File: config.mk
export PLATFORM = sky130hd
export DESIGN_NAME = asp_irq_ctrl_flat
export DESIGN_NICKNAME = d
export VERILOG_FILES = /design/src/rtl/asp_irq_ctrl_pkg.sv /design/src/rtl/asp_irq_ctrl_if.sv /design/src/rtl/asp_irq_sync.sv /design/src/rtl/asp_irq_ctrl.sv /design/src/flat_wrapper.sv
export SDC_FILE = /design/constraint.sdc
export NUM_CORES = 1
export LEC_CHECK = 0
export ABC_CLOCK_PERIOD_IN_PS = 1900
export CORE_AREA = 2 2 58 60
export DETAILED_ROUTE_END_ITERATION = 8
export DIE_AREA = 0 0 60 62
export DONT_BUFFER_PORTS = 1
export GPL_TIMING_DRIVEN = 0
export SYNTH_ARGS = -nofsm -noshare
export SYNTH_HDL_FRONTEND = slang
export SYNTH_SLANG_ARGS = --single-unit
export TNS_END_PERCENT = 50
File: constraint.sdc
create_clock -name clk -period 1.9 [get_ports clk]
set_clock_uncertainty 0.2 [all_clocks]
set_input_delay 0.285 -clock clk [delete_from_list [all_inputs] [get_ports clk]]
set_output_delay 0.285 -clock clk [all_outputs]
set_load 0.02 [all_outputs]
File: src/rtl/asp_irq_ctrl_pkg.sv
// Shared BSP package for the ASP interrupt controller.
// Holds IRQ line constants, CSR word offsets, MASK reset value and FSM states.
package asp_irq_ctrl_pkg;

    localparam int BSP_NUM_INTERRUPT_LINES = 4;

    localparam int IRQ_DMA_0  = 0;
    localparam int IRQ_KERNEL = 1;
    localparam int IRQ_DMA_1  = 2;

    localparam int AVMM_AW  = 3;
    localparam int AVMM_DW  = 64;
    localparam int AVMM_BEW = 8;

    localparam logic [AVMM_AW-1:0] CSR_STATUS = 3'd0;
    localparam logic [AVMM_AW-1:0] CSR_MASK   = 3'd1;
    localparam logic [AVMM_AW-1:0] CSR_CLEAR  = 3'd2;
    localparam logic [AVMM_AW-1:0] CSR_RAW    = 3'd3;
    localparam logic [AVMM_AW-1:0] CSR_ID     = 3'd4;

    // All lines masked out of reset.
    localparam logic [AVMM_DW-1:0] MASK_RST = '1;

    typedef enum logic [1:0] {
        IDLE     = 2'd0,
        REQ      = 2'd1,
        WAIT_CLR = 2'd2
    } irq_state_e;

endpackage

File: src/rtl/asp_irq_ctrl_if.sv
// AVMM CSR bus between host (master) and interrupt controller (slave).
// Ports: address/read/write/writedata/byteenable -> readdata/readdatavalid/waitrequest.
interface asp_irq_ctrl_if;
    import asp_irq_ctrl_pkg::*;

    logic [AVMM_AW-1:0]  avmm_address;
    logic                avmm_read;
    logic                avmm_write;
    logic [AVMM_DW-1:0]  avmm_writedata;
    logic [AVMM_BEW-1:0] avmm_byteenable;
    logic [AVMM_DW-1:0]  avmm_readdata;
    logic                avmm_readdatavalid;
    logic                avmm_waitrequest;

    modport master (
        output avmm_address, avmm_read, avmm_write,
        output avmm_writedata, avmm_byteenable,
        input  avmm_readdata, avmm_readdatavalid, avmm_waitrequest
    );

    modport slave (
        input  avmm_address, avmm_read, avmm_write,
        input  avmm_writedata, avmm_byteenable,
        output avmm_readdata, avmm_readdatavalid, avmm_waitrequest
    );

endinterface

File: src/rtl/asp_irq_sync.sv
// Two-flop synchronizer for one asynchronous interrupt source line.
// Ports: clk, reset_n (async active-low), d (async in), q (synchronized out).
module asp_irq_sync (
    input  logic clk,
    input  logic reset_n,
    input  logic d,
    output logic q
);

    logic meta;

    always_ff @(posedge clk or negedge reset_n) begin
        if (!reset_n) begin
            meta <= 1'b0;
            q    <= 1'b0;
        end else begin
            meta <= d;
            q    <= meta;
        end
    end

endmodule

File: src/rtl/asp_irq_ctrl.sv
// ASP interrupt controller: sticky pending, mask, W1C clear, host req/ack FSM.
// Ports: clk, reset_n, irq_in[NUM_IRQ], avmm (CSR slave), irq_req out, irq_ack in.
module asp_irq_ctrl
    import asp_irq_ctrl_pkg::*;
#(
    parameter int              NUM_IRQ      = BSP_NUM_INTERRUPT_LINES,
    parameter int              NUM_IRQ_USED = 3,
    parameter logic [63:0]     ID_VALUE     = 64'h4153_5049_5251_0001
) (
    input  logic               clk,
    input  logic               reset_n,
    input  logic [NUM_IRQ-1:0] irq_in,
    asp_irq_ctrl_if.slave      avmm,
    output logic               irq_req,
    input  logic               irq_ack
);

    logic [NUM_IRQ-1:0] raw;
    logic [NUM_IRQ-1:0] pending;
    logic [NUM_IRQ-1:0] mask;
    logic [NUM_IRQ-1:0] clr;
    logic [AVMM_DW-1:0] rdata;
    logic               wr_en;
    logic               active;
    irq_state_e         state;
    logic               unused_bits;

    for (genvar i = 0; i < NUM_IRQ; i++) begin : g_line
        if (i < NUM_IRQ_USED) begin : g_used
            asp_irq_sync u_sync (
                .clk     (clk),
                .reset_n (reset_n),
                .d       (irq_in[i]),
                .q       (raw[i])
            );
        end else begin : g_unused
            assign raw[i] = 1'b0;
        end
    end

    assign unused_bits = ^{irq_in, avmm.avmm_writedata,
                           avmm.avmm_byteenable};

    assign avmm.avmm_waitrequest = 1'b0;

    // A read in the same cycle drops the write.
    assign wr_en = avmm.avmm_write && !avmm.avmm_read
                   && avmm.avmm_byteenable[0];

    always_comb begin
        clr = '0;
        if (wr_en && avmm.avmm_address == CSR_CLEAR)
            clr = avmm.avmm_writedata[NUM_IRQ-1:0];
    end

    always_comb begin
        rdata = '0;
        case (avmm.avmm_address)
            CSR_STATUS: rdata[NUM_IRQ-1:0] = pending;
            CSR_MASK:   rdata[NUM_IRQ-1:0] = mask;
            CSR_RAW:    rdata[NUM_IRQ-1:0] = raw;
            CSR_ID:     rdata = ID_VALUE;
            default:    rdata = '0;
        endcase
    end

    assign active = |(pending & ~mask);

    // Set beats clear; unused lines never set since raw is tied low.
    always_ff @(posedge clk or negedge reset_n) begin
        if (!reset_n) begin
            pending <= '0;
            mask    <= MASK_RST[NUM_IRQ-1:0];
        end else begin
            pending <= (pending & ~clr) | raw;
            if (wr_en && avmm.avmm_address == CSR_MASK)
                mask <= avmm.avmm_writedata[NUM_IRQ-1:0];
        end
    end

    always_ff @(posedge clk or negedge reset_n) begin
        if (!reset_n) begin
            avmm.avmm_readdata      <= '0;
            avmm.avmm_readdatavalid <= 1'b0;
        end else begin
            avmm.avmm_readdatavalid <= avmm.avmm_read;
            if (avmm.avmm_read)
                avmm.avmm_readdata <= rdata;
        end
    end

    // One request per service episode: WAIT_CLR holds off until active drops.
    always_ff @(posedge clk or negedge reset_n) begin
        if (!reset_n) begin
            state   <= IDLE;
            irq_req <= 1'b0;
        end else begin
            case (state)
                IDLE: begin
                    if (active) begin
                        state   <= REQ;
                        irq_req <= 1'b1;
                    end
                end
                REQ: begin
                    if (irq_ack) begin
                        state   <= WAIT_CLR;
                        irq_req <= 1'b0;
                    end
                end
                WAIT_CLR: begin
                    if (!active)
                        state <= IDLE;
                end
                default: begin
                    state   <= IDLE;
                    irq_req <= 1'b0;
                end
            endcase
        end
    end

endmodule

File: src/flat_wrapper.sv
// flat-port wrapper written by rule: the top's interface ports become plain ports
module asp_irq_ctrl_flat import asp_irq_ctrl_pkg::*;
#(
    parameter int              NUM_IRQ      = BSP_NUM_INTERRUPT_LINES,
    parameter int              NUM_IRQ_USED = 3,
    parameter logic [63:0]     ID_VALUE     = 64'h4153_5049_5251_0001
)
  (clk, reset_n, irq_in, irq_req, irq_ack, avmm_avmm_address, avmm_avmm_read, avmm_avmm_write, avmm_avmm_writedata, avmm_avmm_byteenable, avmm_avmm_readdata, avmm_avmm_readdatavalid, avmm_avmm_waitrequest);
  asp_irq_ctrl_if avmm_i ();
  input  logic clk;
  input  logic reset_n;
  input  logic [NUM_IRQ-1:0] irq_in;
  output logic irq_req;
  input  logic irq_ack;
  input wire logic [$bits(avmm_i.avmm_address)-1:0] avmm_avmm_address;
  input wire logic [$bits(avmm_i.avmm_read)-1:0] avmm_avmm_read;
  input wire logic [$bits(avmm_i.avmm_write)-1:0] avmm_avmm_write;
  input wire logic [$bits(avmm_i.avmm_writedata)-1:0] avmm_avmm_writedata;
  input wire logic [$bits(avmm_i.avmm_byteenable)-1:0] avmm_avmm_byteenable;
  output wire logic [$bits(avmm_i.avmm_readdata)-1:0] avmm_avmm_readdata;
  output wire logic [$bits(avmm_i.avmm_readdatavalid)-1:0] avmm_avmm_readdatavalid;
  output wire logic [$bits(avmm_i.avmm_waitrequest)-1:0] avmm_avmm_waitrequest;
  assign avmm_i.avmm_address = avmm_avmm_address;
  assign avmm_i.avmm_read = avmm_avmm_read;
  assign avmm_i.avmm_write = avmm_avmm_write;
  assign avmm_i.avmm_writedata = avmm_avmm_writedata;
  assign avmm_i.avmm_byteenable = avmm_avmm_byteenable;
  assign avmm_avmm_readdata = avmm_i.avmm_readdata;
  assign avmm_avmm_readdatavalid = avmm_i.avmm_readdatavalid;
  assign avmm_avmm_waitrequest = avmm_i.avmm_waitrequest;
  asp_irq_ctrl #(.NUM_IRQ(NUM_IRQ), .NUM_IRQ_USED(NUM_IRQ_USED), .ID_VALUE(ID_VALUE)) u_core (.clk(clk), .reset_n(reset_n), .irq_in(irq_in), .avmm(avmm_i), .irq_req(irq_req), .irq_ack(irq_ack));
endmodule
==> impl_metrics.csv <==
group,metric,value,unit
die,die_h,62,um
synthesis,synthTopCellsByArea,"dfrtp_1 33%, buf_4 31%, dfstp_2 7.3%, mux2_4 4.2%, mux2i_1 2.1%",
route,avgViaCountPerCell,3.832,
global_routing,grt_max_degree,24,
outcome,run_status,"complete, no violations",
synthesis,postSynthCellCount,140,
route,ant_nets,0,
die,die_width,60,um
synthesis,synth_compound_area_share,8.014,%
synthesis,yosysWarnings,0,
synthesis,yosys.area.top_type_share,33.10,%
place,gp_congestion,0.7151,
worst_hold_path,hold_class,"in -> reg",
route,wl_per_cell,9.102,um
final_layout,final-instance-count-excl-fill,244,
synthesis,synth_top_family_by_area,"buffers and inverters",
synthesis,synth.area.mux_share,7.840,%
die,row_count,21,
global_routing,grtUsageTotal,12.00,%
sta,slew_viol_final,0,
sta,fmax,556.4,MHz
synthesis,synth_xor_area_share,0,%
critical_path,required,1.88,ns
synthesis,synthAdderAreaFrac,0,%
synthesis,seq_area_frac_synth,40.42,%
clock_network,cts_buffer_depth,2,
sta,fin_tns_setup,0,ns
sta,setup_viol,0,
power_and_ir_drop,cellLeakagePower,0.0009870,uW
route,first_pass_iters,4,
final_layout,synthToLayoutAreaGrowth,25.17,%
sta,slew_headroom,33.66,%
sta,hold_violations,0,
sta,setup_slack,0.1027,ns
critical_path,r2r_setup_slack,0.10,ns
sta,rsz0062_at_grt,"false",
place,port_buffers,0,
critical_path,path_cells,"nor2b_1 -> a2111oi_1 -> o21ai_0",
synthesis,syn_avg_cell_area,10.26,sq um
global_routing,antenna_found_initial,0,
critical_path,arrival,1.78,ns
critical_path,cp_slowest_cell,"a2111oi_1",
die,die-area,3720,sq um
final_layout,fin_nets,283,
place,pre_cts_slack,-0.06999,ns
clock_network,clk_latency,0.32,ns
global_routing,gr-total-overflow,0,
synthesis,yosys.area_share.simple,9.930,%
route,wirelength,2221,um
sta,worstMarginPinSlew,0.9918,ns
synthesis,synth_area,1436,sq um
clock_network,cts_tree,"done",
critical_path,end_kind,"flop",
critical_path,critPathMaxFanout,3,
final_layout,drive_gt1_share,39.90,%
job,cap_violations,0,
power_and_ir_drop,power_per_cell_area,691.5,nW/um^2
critical_path,critPathKind,"reg -> reg",
sta,min_period,1.797,ns
critical_path,crit_path_max_incr_delay,0.65,ns
global_routing,grt_pass1_vias,748,
route,drc_errors,0,
clock_network,numCtsBuffers,3,
die,core-area,3179,sq um
critical_path,worstSetupStartpointType,"flop",
place,hpwl,1820,um
route,via_count,935,
clock_network,clkSinkCount,23,
final_layout,diodes,0,
power_and_ir_drop,ir_drop,0.6049,mV
place,place_inst,229,
synthesis,yosys.area.top_type,"dfrtp_1",
sta,min_period_over_period,94.60,%
clock_network,h-tree-depth,1,
global_routing,grt_pass1_wl,3249,um
clock_network,clock-root-buffer,"clkbuf_4",
synthesis,ys_types,29,
clock_network,path_clk_slew,0.13,ns
die,ios,151,
die,start_util,45.18,%
synthesis,ys_ff_latch,23,
route,drtIter0Drc,7,
-- repair_timing --
| item | 4_1_cts | 5_1_grt |
|---|---|---|
| endpoints found under the setup margin | 2 | 16 |
| hold buffers | 11 | 0 |
| gates resized for setup | 1 | 1 |
| hold endpoints to repair | 42 | 0 |
| setup buffers | 0 | 0 |
-- worst paths after layout --
path | startpoint | to | cells past startpoint
worst max-delay path | u_core.mask[1] | u_core.state[1] | 3
worst min-delay path | avmm_avmm_address[2] | u_core.avmm.avmm_readdata[0] | 2
worst max register to register | u_core.mask[1] | u_core.state[1] | 3
worst min register to register | u_core.g_line[0].g_used.u_sync.meta | u_core.g_line[0].g_used.u_sync.q | 0
max in group asynchronous | reset_n | u_core.avmm.avmm_readdata[56] | 1
min in group asynchronous | reset_n | u_core.state[1] | 1
-- cell type report --
class                   count  area [sq um]
plain buffers              63         462.9
fillers                   296          1381
clock buffers               3         22.52
inverters                   5         18.77
flip-flops and latches     23         581.8
clock inverters             1         7.507
multi-input cells          92         536.8
well taps                  46         57.56
repair buffers             11         110.1
-- state kept, by name, summed over array words and instances (netlist names) --
name                              cells
u_core.g_line.g_used.u_sync.meta      3
u_core.avmm.avmm_readdata             5
u_core.irq_req                        1
u_core.g_line.g_used.u_sync.q         3
u_core.state                          2
u_core.pending                        4
u_core.mask                           4
u_core.avmm.avmm_readdatavalid        1
-- metrics by stage --
stage	utilization (%)	hold WS [ns]	total power (uW)	instance area (sq um)
final	56.55	0.01302	1243	1798
after floorplan	-	-0.2106	952.2	1598
after global routing	56.55	0.02353	1323	1798
after global placement	52.07	-0.2100	974.9	1655
after CTS	56.51	0.004625	1259	1797
after detailed placement	52.07	-0.2100	987.8	1655
-- kinds of logic (layout without fill, tap and decap cells) --
family | after synthesis | in the layout
buf+inv | 68 | 83
other cells | 1 | 44
flops | 23 | 23
mux | 9 | 9
simple gates | 22 | 22
compound gates | 17 | 17
-- Yosys cell counts --
cell,count
nor4b_1,1
buf_4,60
mux2i_1,3
a2111oi_0,1
buf_2,1
clkbuf_1,2
mux2_4,4
dfstp_2,4
dfrtp_1,19
a31oi_1,4
conb_1,1
nand2_1,1
a31o_2,1
a21oi_1,3
nand3_1,2
nor2b_1,4
a21o_1,1
o21ai_0,3
nor3_1,1
nand3b_1,2
nand3b_4,1
nand2b_1,3
o211a_1,2
a21boi_0,1
inv_1,5
or4b_4,1
nor2_1,6
mux2_2,2
o31ai_1,1
-- power by group --
part	internal [uW]	switching, uW
Combinational	175	187
Clock	80.5	153
Sequential	565	83.0
Total	821	423
-- critical path, delay by kind of cell, from the launching register on --
family,cells,cell delay [ns]
compound gates,2,0.85
flops,1,0.56
simple gates,1,0.05
-- routing by layer --
layer  routed length, um  up-vias  track usage [%]
met4                  35        0            5.714
met1                 889      404            14.68
li1                    -      472                -
met2                1036       54            19.10
met3                 259        5            4.141
met5                   0        -                0
-- layout by cell type, fill, tap and decap left out, drive strengths merged --
cell type | netlist | routed
a2111oi | 1 | 1
a21oi | 3 | 3
nor3 | 1 | 1
a21boi | 1 | 1
clkinvlp | 0 | 1
a21o | 1 | 1
dlygate4sd3 | 0 | 11
nand3 | 2 | 2
inv | 5 | 5
o211a | 2 | 2
conb | 1 | 44
buf | 61 | 61
mux2 | 6 | 6
o31ai | 1 | 1
nor4b | 1 | 1
or4b | 1 | 1
dfrtp | 19 | 19
nor2 | 6 | 6
a31o | 1 | 1
clkbuf | 2 | 5
a31oi | 4 | 4
dfstp | 4 | 4
nand3b | 3 | 3
nand2 | 1 | 1
mux2i | 3 | 3
o21ai | 3 | 3
nor2b | 4 | 4
nand2b | 3 | 3
Power figures use the tool's default switching activity.
